File: config.mk
export PLATFORM = sky130hd
export DESIGN_NAME = ahfp_mult_sched
export DESIGN_NICKNAME = d
export VERILOG_FILES = /design/src/rtl/ahfp_mult_sched.sv
export SDC_FILE = /design/constraint.sdc
export NUM_CORES = 2
export LEC_CHECK = 0
export BUFFER_PORTS_ARGS = -buffer_cell sky130_fd_sc_hd__buf_2
export CORE_MARGIN = 2
export CORE_UTILIZATION = 60
export DETAILED_ROUTE_END_ITERATION = 8
export PLACE_DENSITY = 0.86
export REMOVE_ABC_BUFFERS = 1
export SLEW_MARGIN = 10
export SYNTH_ARGS = -nofsm -noshare
export SYNTH_HDL_FRONTEND = slang
export SYNTH_SLANG_ARGS = --single-unit
File: constraint.sdc
create_clock -name clk -period 12.1 [get_ports clk]
set_input_delay 0.605 -clock clk [delete_from_list [all_inputs] [get_ports clk]]
set_output_delay 0.605 -clock clk [all_outputs]
set_load 0.005 [all_outputs]
File: src/rtl/ahfp_mult_sched.sv
// Two-requester scheduler that time-shares one combinational IEEE-754 single multiplier.
// ahfp_mult is the shared multiplier: normal operands, round-to-nearest-even, no special-value handling.
module ahfp_mult (
    input  logic [31:0] a,
    input  logic [31:0] b,
    output logic [31:0] p
);
    logic              sign;
    logic              zero_in;
    logic [47:0]       prod;
    logic signed [9:0] exp_sum;
    logic signed [9:0] exp_norm;
    logic signed [9:0] exp_fin;
    logic [24:0]       rounded;
    logic [22:0]       frac;

    function automatic logic [24:0] round_rne(input logic [23:0] man, input logic guard,
                                              input logic sticky);
        return {1'b0, man} + 25'(guard & (sticky | man[0]));
    endfunction

    // Out-of-range exponents saturate to infinity or flush to zero.
    function automatic logic [31:0] sat_pack(input logic s, input logic signed [9:0] e,
                                             input logic [22:0] f, input logic z);
        if (z || e <= 10'sd0)
            return {s, 31'b0};
        else if (e >= 10'sd255)
            return {s, 8'hFF, 23'b0};
        else
            return {s, e[7:0], f};
    endfunction

    always_comb begin
        sign     = a[31] ^ b[31];
        zero_in  = (a[30:23] == 8'd0) || (b[30:23] == 8'd0);
        prod     = 48'({1'b1, a[22:0]}) * 48'({1'b1, b[22:0]});
        exp_sum  = $signed({2'b00, a[30:23]}) + $signed({2'b00, b[30:23]}) - 10'sd127;
        exp_norm = exp_sum;
        if (prod[47]) begin
            rounded  = round_rne(prod[47:24], prod[23], |prod[22:0]);
            exp_norm = exp_sum + 10'sd1;
        end else begin
            rounded  = round_rne(prod[46:23], prod[22], |prod[21:0]);
        end
        exp_fin = rounded[24] ? exp_norm + 10'sd1 : exp_norm;
        frac    = rounded[24] ? 23'd0 : rounded[22:0];
        p       = sat_pack(sign, exp_fin, frac, zero_in);
    end
endmodule

module ahfp_mult_sched #(
    parameter int MULT_LAT = 1
) (
    input  logic        clk,
    input  logic        reset_n,
    input  logic        req0,
    input  logic [31:0] a0,
    input  logic [31:0] b0,
    output logic        done0,
    output logic [31:0] res0,
    input  logic        req1,
    input  logic [31:0] a1,
    input  logic [31:0] b1,
    output logic        done1,
    output logic [31:0] res1,
    output logic        busy,
    output logic [15:0] op_count
);
    typedef enum logic [1:0] {IDLE, CALC, DONE} state_t;

    state_t      state;
    logic        prio;
    logic        grant;
    logic [3:0]  cnt;
    logic [31:0] opa;
    logic [31:0] opb;
    logic [31:0] product;

    ahfp_mult u_mult (
        .a(opa),
        .b(opb),
        .p(product)
    );

    always_ff @(posedge clk or negedge reset_n) begin
        if (!reset_n) begin
            state    <= IDLE;
            prio     <= 1'b0;
            grant    <= 1'b0;
            cnt      <= 4'd0;
            opa      <= 32'd0;
            opb      <= 32'd0;
            res0     <= 32'd0;
            res1     <= 32'd0;
            done0    <= 1'b0;
            done1    <= 1'b0;
            busy     <= 1'b0;
            op_count <= 16'd0;
        end else begin
            done0 <= 1'b0;
            done1 <= 1'b0;
            case (state)
                IDLE: begin
                    if (req0 || req1) begin
                        // Port 0 wins when alone or when it holds the priority token.
                        if (req0 && (!req1 || !prio)) begin
                            grant <= 1'b0;
                            opa   <= a0;
                            opb   <= b0;
                            prio  <= 1'b1;
                        end else begin
                            grant <= 1'b1;
                            opa   <= a1;
                            opb   <= b1;
                            prio  <= 1'b0;
                        end
                        cnt   <= 4'(MULT_LAT);
                        busy  <= 1'b1;
                        state <= CALC;
                    end
                end
                CALC: begin
                    cnt <= cnt - 4'd1;
                    if (cnt == 4'd1) begin
                        if (grant) begin
                            res1  <= product;
                            done1 <= 1'b1;
                        end else begin
                            res0  <= product;
                            done0 <= 1'b1;
                        end
                        state <= DONE;
                    end
                end
                DONE: begin
                    op_count <= op_count + 16'd1;
                    busy     <= 1'b0;
                    state    <= IDLE;
                end
                default: state <= IDLE;
            endcase
        end
    end
endmodule

Yosys cells after proc, flatten, opt, wreduce, memory -nomap -nowiden
Cells that the tools add are included.
{ "word_totals": {"reg_bits": 155, "out_inout_bits": 83, "input_bits": 132, "word_cells": 77} }
{ "op_classes": {"mul": 1, "eq_ne": 5, "n_reduce_logical": 20, "add_sub_neg": 8, "n_bitwise": 6, "muxes": 23, "magnitude_cmp": 2} }
{ "ops": {"columns": ["operator", "n"], "rows": [
  ["two-way mux 32 bit", 2],
  ["two-way mux 31 bit", 2],
  ["adder 24 x 25 -> 25 bit", 2],
  ["AND 1 x 25 -> 25 bit", 2],
  ["multiplier 24 x 24 -> 48 bit", 1],
  ["two-way mux 25 bit", 1],
  ["two-way mux 23 bit", 1],
  ["OR reduction 23 bit", 1],
  ["OR reduction 22 bit", 1],
  ["adder 10 x 2 -> 10 bit, second input constant", 2],
  ["two-way mux 10 bit", 2],
  ["adder 16 x 1 -> 16 bit, second input constant", 1],
  ["logical NOT 8 bit", 2],
  ["greater-or-equal comparator 10 x 9 -> 1 bit, second input constant", 1],
  ["<= comparator 10 x 1 -> 1 bit, second input constant", 1],
  ["subtractor 10 x 8 -> 10 bit, second input constant", 1],
  ["adder 8 x 8 -> 9 bit", 1],
  ["two-way mux 1 bit", 9],
  ["case mux 4 bit (2 select lines)", 1],
  ["AND reduction 2 bit", 4],
  ["AND reduction 3 bit", 2],
  ["== test 4 x 1 -> 1 bit, second input constant", 1],
  ["logical OR 1 bit", 4],
  ["two-way mux 2 bit", 2],
  ["14 further kinds", 18]
]} }

Depth between registers and ports, before layout
{ "logic_depth": {"word_depth": 10, "depth_mapped": 41, "ltp_nobuf": 38} }

Hierarchy
Synthesis repeated with hierarchy kept, for this count alone.
{ "unflattened": {"cells_unflattened": 3155, "area_unflattened_um2": 28429.8} }
{ "by_module_without_submodules": {"columns": ["module", "seq_area_each_um2", "cells_per_inst", "area_each_um2", "instances"], "rows": [
  ["ahfp_mult", 0.0, 2706, 22308.9, 1],
  ["ahfp_mult_sched", 3878.7, 449, 6120.9, 1]
]} }

Worst setup path before layout
OpenSTA, ideal clock, no wires.
{ "synth_path": {"path_type": "register to register", "from": "reg opb[2]", "to": "reg res0[13]", "slack_ps": 3318, "setup_time_ps": 135, "path_stages_with_launch": 40, "required_ps": 11965, "period_less_slack_ps": 8782, "n_path_buf": 3, "arrival_time_ps": 8647, "cell_sequence": "dfrtp_1 -> clkbuf_1 -> clkbuf_1 -> nand2_1 -> fa_1 -> inv_1 -> fa_1 -> inv_1 -> fa_1 -> inv_1 -> ha_1 -> fa_1 -> fa_1 -> inv_1 -> fa_1 -> inv_1 -> ha_1 -> a21oi_1 -> [4 not listed] -> xnor2_1 -> nor4_1 -> nand3_1 -> nor4_1 -> a21oi_1 -> ha_1 -> ha_1 -> inv_1 -> a221o_1 -> a31oi_1 -> o2111ai_1 -> nor3_1 -> nand3_2 -> mux2_2 -> o31a_2 -> nor2_2 -> buf_4 -> o31ai_1"} }
{ "synth_between": {"elab_chain_cells": 10, "word_cells_on_any_way": 19, "classes_between": "3 x add/sub; 1 x mul; 2 x order compare; 6 x mux; 4 x bitwise; 3 x reduce/logical"} }
{ "synth_lines": {"columns": ["item", "line_no", "text"], "rows": [
  ["from (decl)", "76", "logic [31:0] opb;"],
  ["from (signal assigned)", "92", "opb <= 32'd0;"],
  ["from (signal assigned)", "109", "opb <= b0;"],
  ["from (signal assigned)", "114", "opb <= b1;"],
  ["multiplier 24 x 24 -> 48 bit (*)", "36", "prod = 48'({1'b1, a[22:0]}) * 48'({1'b1, b[22:0]});"],
  ["OR reduction 23 bit or OR reduction 22 bit (tied branches)", "40, 43", null],
  ["bitwise OR 1 bit", "19", "return {1'b0, man} + 25'(guard & (sticky | man[0]));"],
  ["AND 1 x 25 -> 25 bit", "19", null],
  ["adder 24 x 25 -> 25 bit", "19", null],
  ["two-way mux 25 bit", "39", "if (prod[47]) begin"],
  ["two-way mux 10 bit", "45", "exp_fin = rounded[24] ? exp_norm + 10'sd1 : exp_norm;"],
  ["greater-or-equal comparator 10 x 9 -> 1 bit or <= comparator 10 x 1 -> 1 bit (tied branches)", "27, 25", null],
  ["two-way mux 31 bit or logical OR 1 bit (tied branches)", "27, 25", null],
  ["two-way mux 31 bit (*)", "25", "if (z || e <= 10'sd0)"],
  ["to (signal assigned)", "129", "res0 <= product;"],
  ["to (decl)", "60", "output logic [31:0] res0,"]
]} }
Mark *: on every way between the ends. The rest lies on a longest branch, timed or not.
A chain may end at the register's enable or synchronous reset.

Worst setup path in the final report
{ "layout_path": {"from": "reg opa[3]", "to": "reg res1[0]"} }
{ "layout_between": {"elab_chain_cells": 10, "word_cells_on_any_way": 19, "classes_between": "3 x add/sub; 1 x mul; 2 x order compare; 6 x mux; 4 x bitwise; 3 x reduce/logical"} }
{ "layout_lines": {"columns": ["item", "line_no", "text"], "rows": [
  ["from (decl)", "75", "logic [31:0] opa;"],
  ["from (signal assigned)", "91", "opa <= 32'd0;"],
  ["from (signal assigned)", "108", "opa <= a0;"],
  ["from (signal assigned)", "113", "opa <= a1;"],
  ["multiplier 24 x 24 -> 48 bit (*)", "36", null],
  ["OR reduction 23 bit or OR reduction 22 bit (tied branches)", "40, 43", null],
  ["bitwise OR 1 bit", "19", null],
  ["AND 1 x 25 -> 25 bit", "19", null],
  ["adder 24 x 25 -> 25 bit", "19", null],
  ["two-way mux 25 bit", "39", null],
  ["two-way mux 10 bit", "45", null],
  ["greater-or-equal comparator 10 x 9 -> 1 bit or <= comparator 10 x 1 -> 1 bit (tied branches)", "27, 25", null],
  ["two-way mux 31 bit or logical OR 1 bit (tied branches)", "27, 25", null],
  ["two-way mux 31 bit (*)", "25", null],
  ["to (signal assigned)", "126", "res1 <= product;"],
  ["to (decl)", "65", "output logic [31:0] res1,"]
]} }
Marks and branches as above.

==> qor.yml <==
worstSetupPathType: "flop to flop"
max_clock_freq_ghz: 0.08960
io_pins: 215
floorplan.initialDensity_pct: 60.74
final-max-slew-violation-count: 0
synthArstFlopShare_pct: 100.0
drive_above_1_share_pct: 9.974
worst_r2r_startpoint: "opa[3]"
synth_enable_flop_cells: 0
number_of_synthesized_register_bits: 155
hold_viol_final: 0
fraction_of_the_yosys_area_taken_by_sequential_cells_pct: 13.40
cts-resized-gates: 0
synthesis.instances: 3304
first_global_vias: 25210
detailedPlacementHpwl_um: 62200
rows: 80
postCtsHoldBufs: 0
worstPathRequired_ps: 12500
finalSetupViolations: 0
area_occupied_by_multi_input_gates_mm2: 0.02203
area_share_of_the_largest_cell_type_after_synthesis_pct: 33.41
synth_most_common_cell: "inv_1"
initial_antenna_violation_count: 1
syn2layout_area_growth_pct: 6.805
accumulated_negative_setup_slack_ps: 0
slew_headroom_pct: 3.701
final.fill_count: 3756
drt_first_pass_iters: 5
status: "completed"
tritoncts.num_buffers: 17
syn-cell-area_mm2: 0.02894
synth_top_cell_by_area: "fa_1"
timing.rr.end: "res1[0]"
worst_min_path_class: "primary input to async pin"
cap_violations: 0
grt_start_max_net_pins: 93
diodes: 0
regToRegSetupSlack_ps: 940
synth.distinct_cells: 100
dr_wl_met2_um: 38320
capturing_instance_or_port_of_the_critical_path: "res1[0]"
dr_wl_met3_um: 8719
wl_per_cell_um: 20.21
drt_first_iter_violations: 1981
count_of_cells_along_the_worst_register_to_register_path: 35
clock_skew_ps: 20.54
cts.root.buffer_cell: "clkbuf_16"
slowest_stage: "dfrtp_1"
min_period_ps: 11160
num-nets-final: 4201
cts_tree: "built"
route.top_layer_used: "met4"
clock_tree.buffer_depth: 2
final_core_utilization_pct: 64.88
sort_of_element_at_the_end_of_the_critical_path: "flop"
postRouteAntennaNets: 0
portion_of_the_clock_cycle_consumed_by_the_worst_path_in_the_final_layout_pct: 92.24
die_height_um: 223.6
route.detailed.drc: 0
synth.avg_cell_area_um2: 8.760
routed_wirelength_um: 81330
critPathMaxStageDelay_ps: 1080
cts_sinks: 155
cpMostUsedCell: "inv_1"
worst-slew-pin-transition_ps: 1444
crit_arrival_ps: 11570
chipWidth_um: 223.6
clk_pin_slew_ps: 80
final_weighted_congestion_of_routability_driven_global_placement: 1.006
wirelength_met1_um: 29860
port_buffers: 214
gr-total-overflow: 0
ys_top_cells_by_count: "inv_1 (623), fa_1 (483), nand2_1 (471), and2_1 (257), ha_1 (190)"
regArea_mm2: 0.003879
grt_first_pass_wirelength_um: 132900
via_count: 23980
via_per_inst: 5.959
grt_setup_unrepaired: "no"
total_global_routing_track_utilization_pct: 34.35
core-area_mm2: 0.04765
yosysWarningCount: 0
crit_path_start: "opa[3]"
insertion_delay_ps: 510
post_cts_buffers: 0
yosys_most_used_dff: "dfrtp_1"
clock_tree.htree_level_count: 4
cp-start-kind: "flop"
synthTopCellsByArea: "fa_1 (33%), dfrtp_1 (13%), ha_1 (8.2%), inv_1 (8.1%), nand2_1 (6.1%)"
critical_path.max_fanout: 22
design.die.area_mm2: 0.05001
[layer usage]
metal  global-route usage (%)  vias to the layer above
li1                         -                    10600
met1                    42.45                    11720
met2                    56.30                     1370
met3                    8.814                      296
met4                    17.12                        0
met5                        0                        -
[area by class of cell]
type	count	area share, %
Clock buffer	18	1.388
Inverter	630	7.650
Tap cell	615	2.489
Multi-Input combinational cell	2349	71.26
Sequential cell	155	12.55
Timing Repair Buffer	243	4.189
Clock inverter	14	0.4736
[worst min path at each step]
| stage | slack, ps | to | from |
|---|---|---|---|
| after detailed placement | 460 | res1[19] | res1[19] |
| after floorplan | 310 | busy | reset_n |
| after global placement | 460 | res0[31] | res0[31] |
| after CTS | 210 | opb[17] | reset_n |
| final | 180 | opb[17] | reset_n |
| after global routing | 240 | opb[17] | reset_n |
[critical path, delay by kind of cell (launching register included)]
family                   cells  cell delay (ps)
adder cells (fa/ha/maj)     10             3820
AO/OA/AOI/OAI               10             2710
AND/OR/NAND/NOR              8             2470
flip-flops                   1             1080
buffers and inverters        6              770
XOR/XNOR                     1              210
[state kept, by name, indices dropped and copies added (netlist names)]
name      cells
res0         32
done1         1
grant         1
res1         32
state         2
busy          1
op_count     16
done0         1
opa          32
cnt           4
prio          1
opb          32
[stage by stage]
| stage | cells | worst slack (ps) | instance area (um2) | hold WS [ps] |
|---|---|---|---|---|
| after floorplan | 3134 | 2760 | 28250 | 309.4 |
| after CTS | 4024 | 1237 | 30910 | 209.0 |
| final | 4024 | 938.8 | 30910 | 184.3 |
| after global placement | 3992 | 1538 | 30340 | 458.5 |
| after detailed placement | 3992 | 1355 | 30340 | 464.9 |
| after global routing | 4024 | 445.4 | 30910 | 243.6 |
[layout by cell type, fill, tap and decap left out, types with 6 or more instances in the layout]
cell | netlist | final
buf_2 | 17 | 213
a31oi_1 | 14 | 14
nand4_1 | 33 | 33
o21a_1 | 16 | 16
mux2i_1 | 75 | 75
and2_1 | 257 | 257
a22oi_1 | 6 | 6
o21ai_1 | 25 | 25
or2_2 | 10 | 10
and3_1 | 24 | 24
clkbuf_16 | 0 | 17
a21oi_1 | 67 | 67
dfrtp_1 | 155 | 155
or3_1 | 9 | 9
o41ai_1 | 7 | 7
xnor2_1 | 67 | 67
a22o_1 | 10 | 10
buf_4 | 6 | 29
nand2b_1 | 8 | 8
a21o_1 | 15 | 15
a211oi_1 | 12 | 12
nor2_1 | 106 | 106
o31ai_1 | 22 | 22
nand2_1 | 471 | 471
o21ai_0 | 120 | 119
xor2_1 | 28 | 28
inv_1 | 623 | 623
o211ai_1 | 17 | 17
a32o_1 | 7 | 7
ha_1 | 190 | 190
nor2b_1 | 6 | 6
and4_1 | 13 | 13
fa_1 | 483 | 483
nand3_1 | 42 | 42
mux2_2 | 18 | 18
a211o_1 | 10 | 10
nor4_1 | 16 | 16
nor3_1 | 36 | 36
[cell families (layout without fill, tap and decap cells)]
kind of cell    after synthesis  after routing  synth area share, %
mux                          93             93                3.294
buf+inv                     800            905                10.57
flops                       155            155                13.40
compound gates              420            420                9.835
fa+ha+maj                   673            673                41.62
xor+xnor                     98             98                3.065
simple gates               1065           1065                18.21
Power is left out: the tool's default activity adds up to more than one toggle a clock period on the data nets, which glitch-free logic cannot reach.
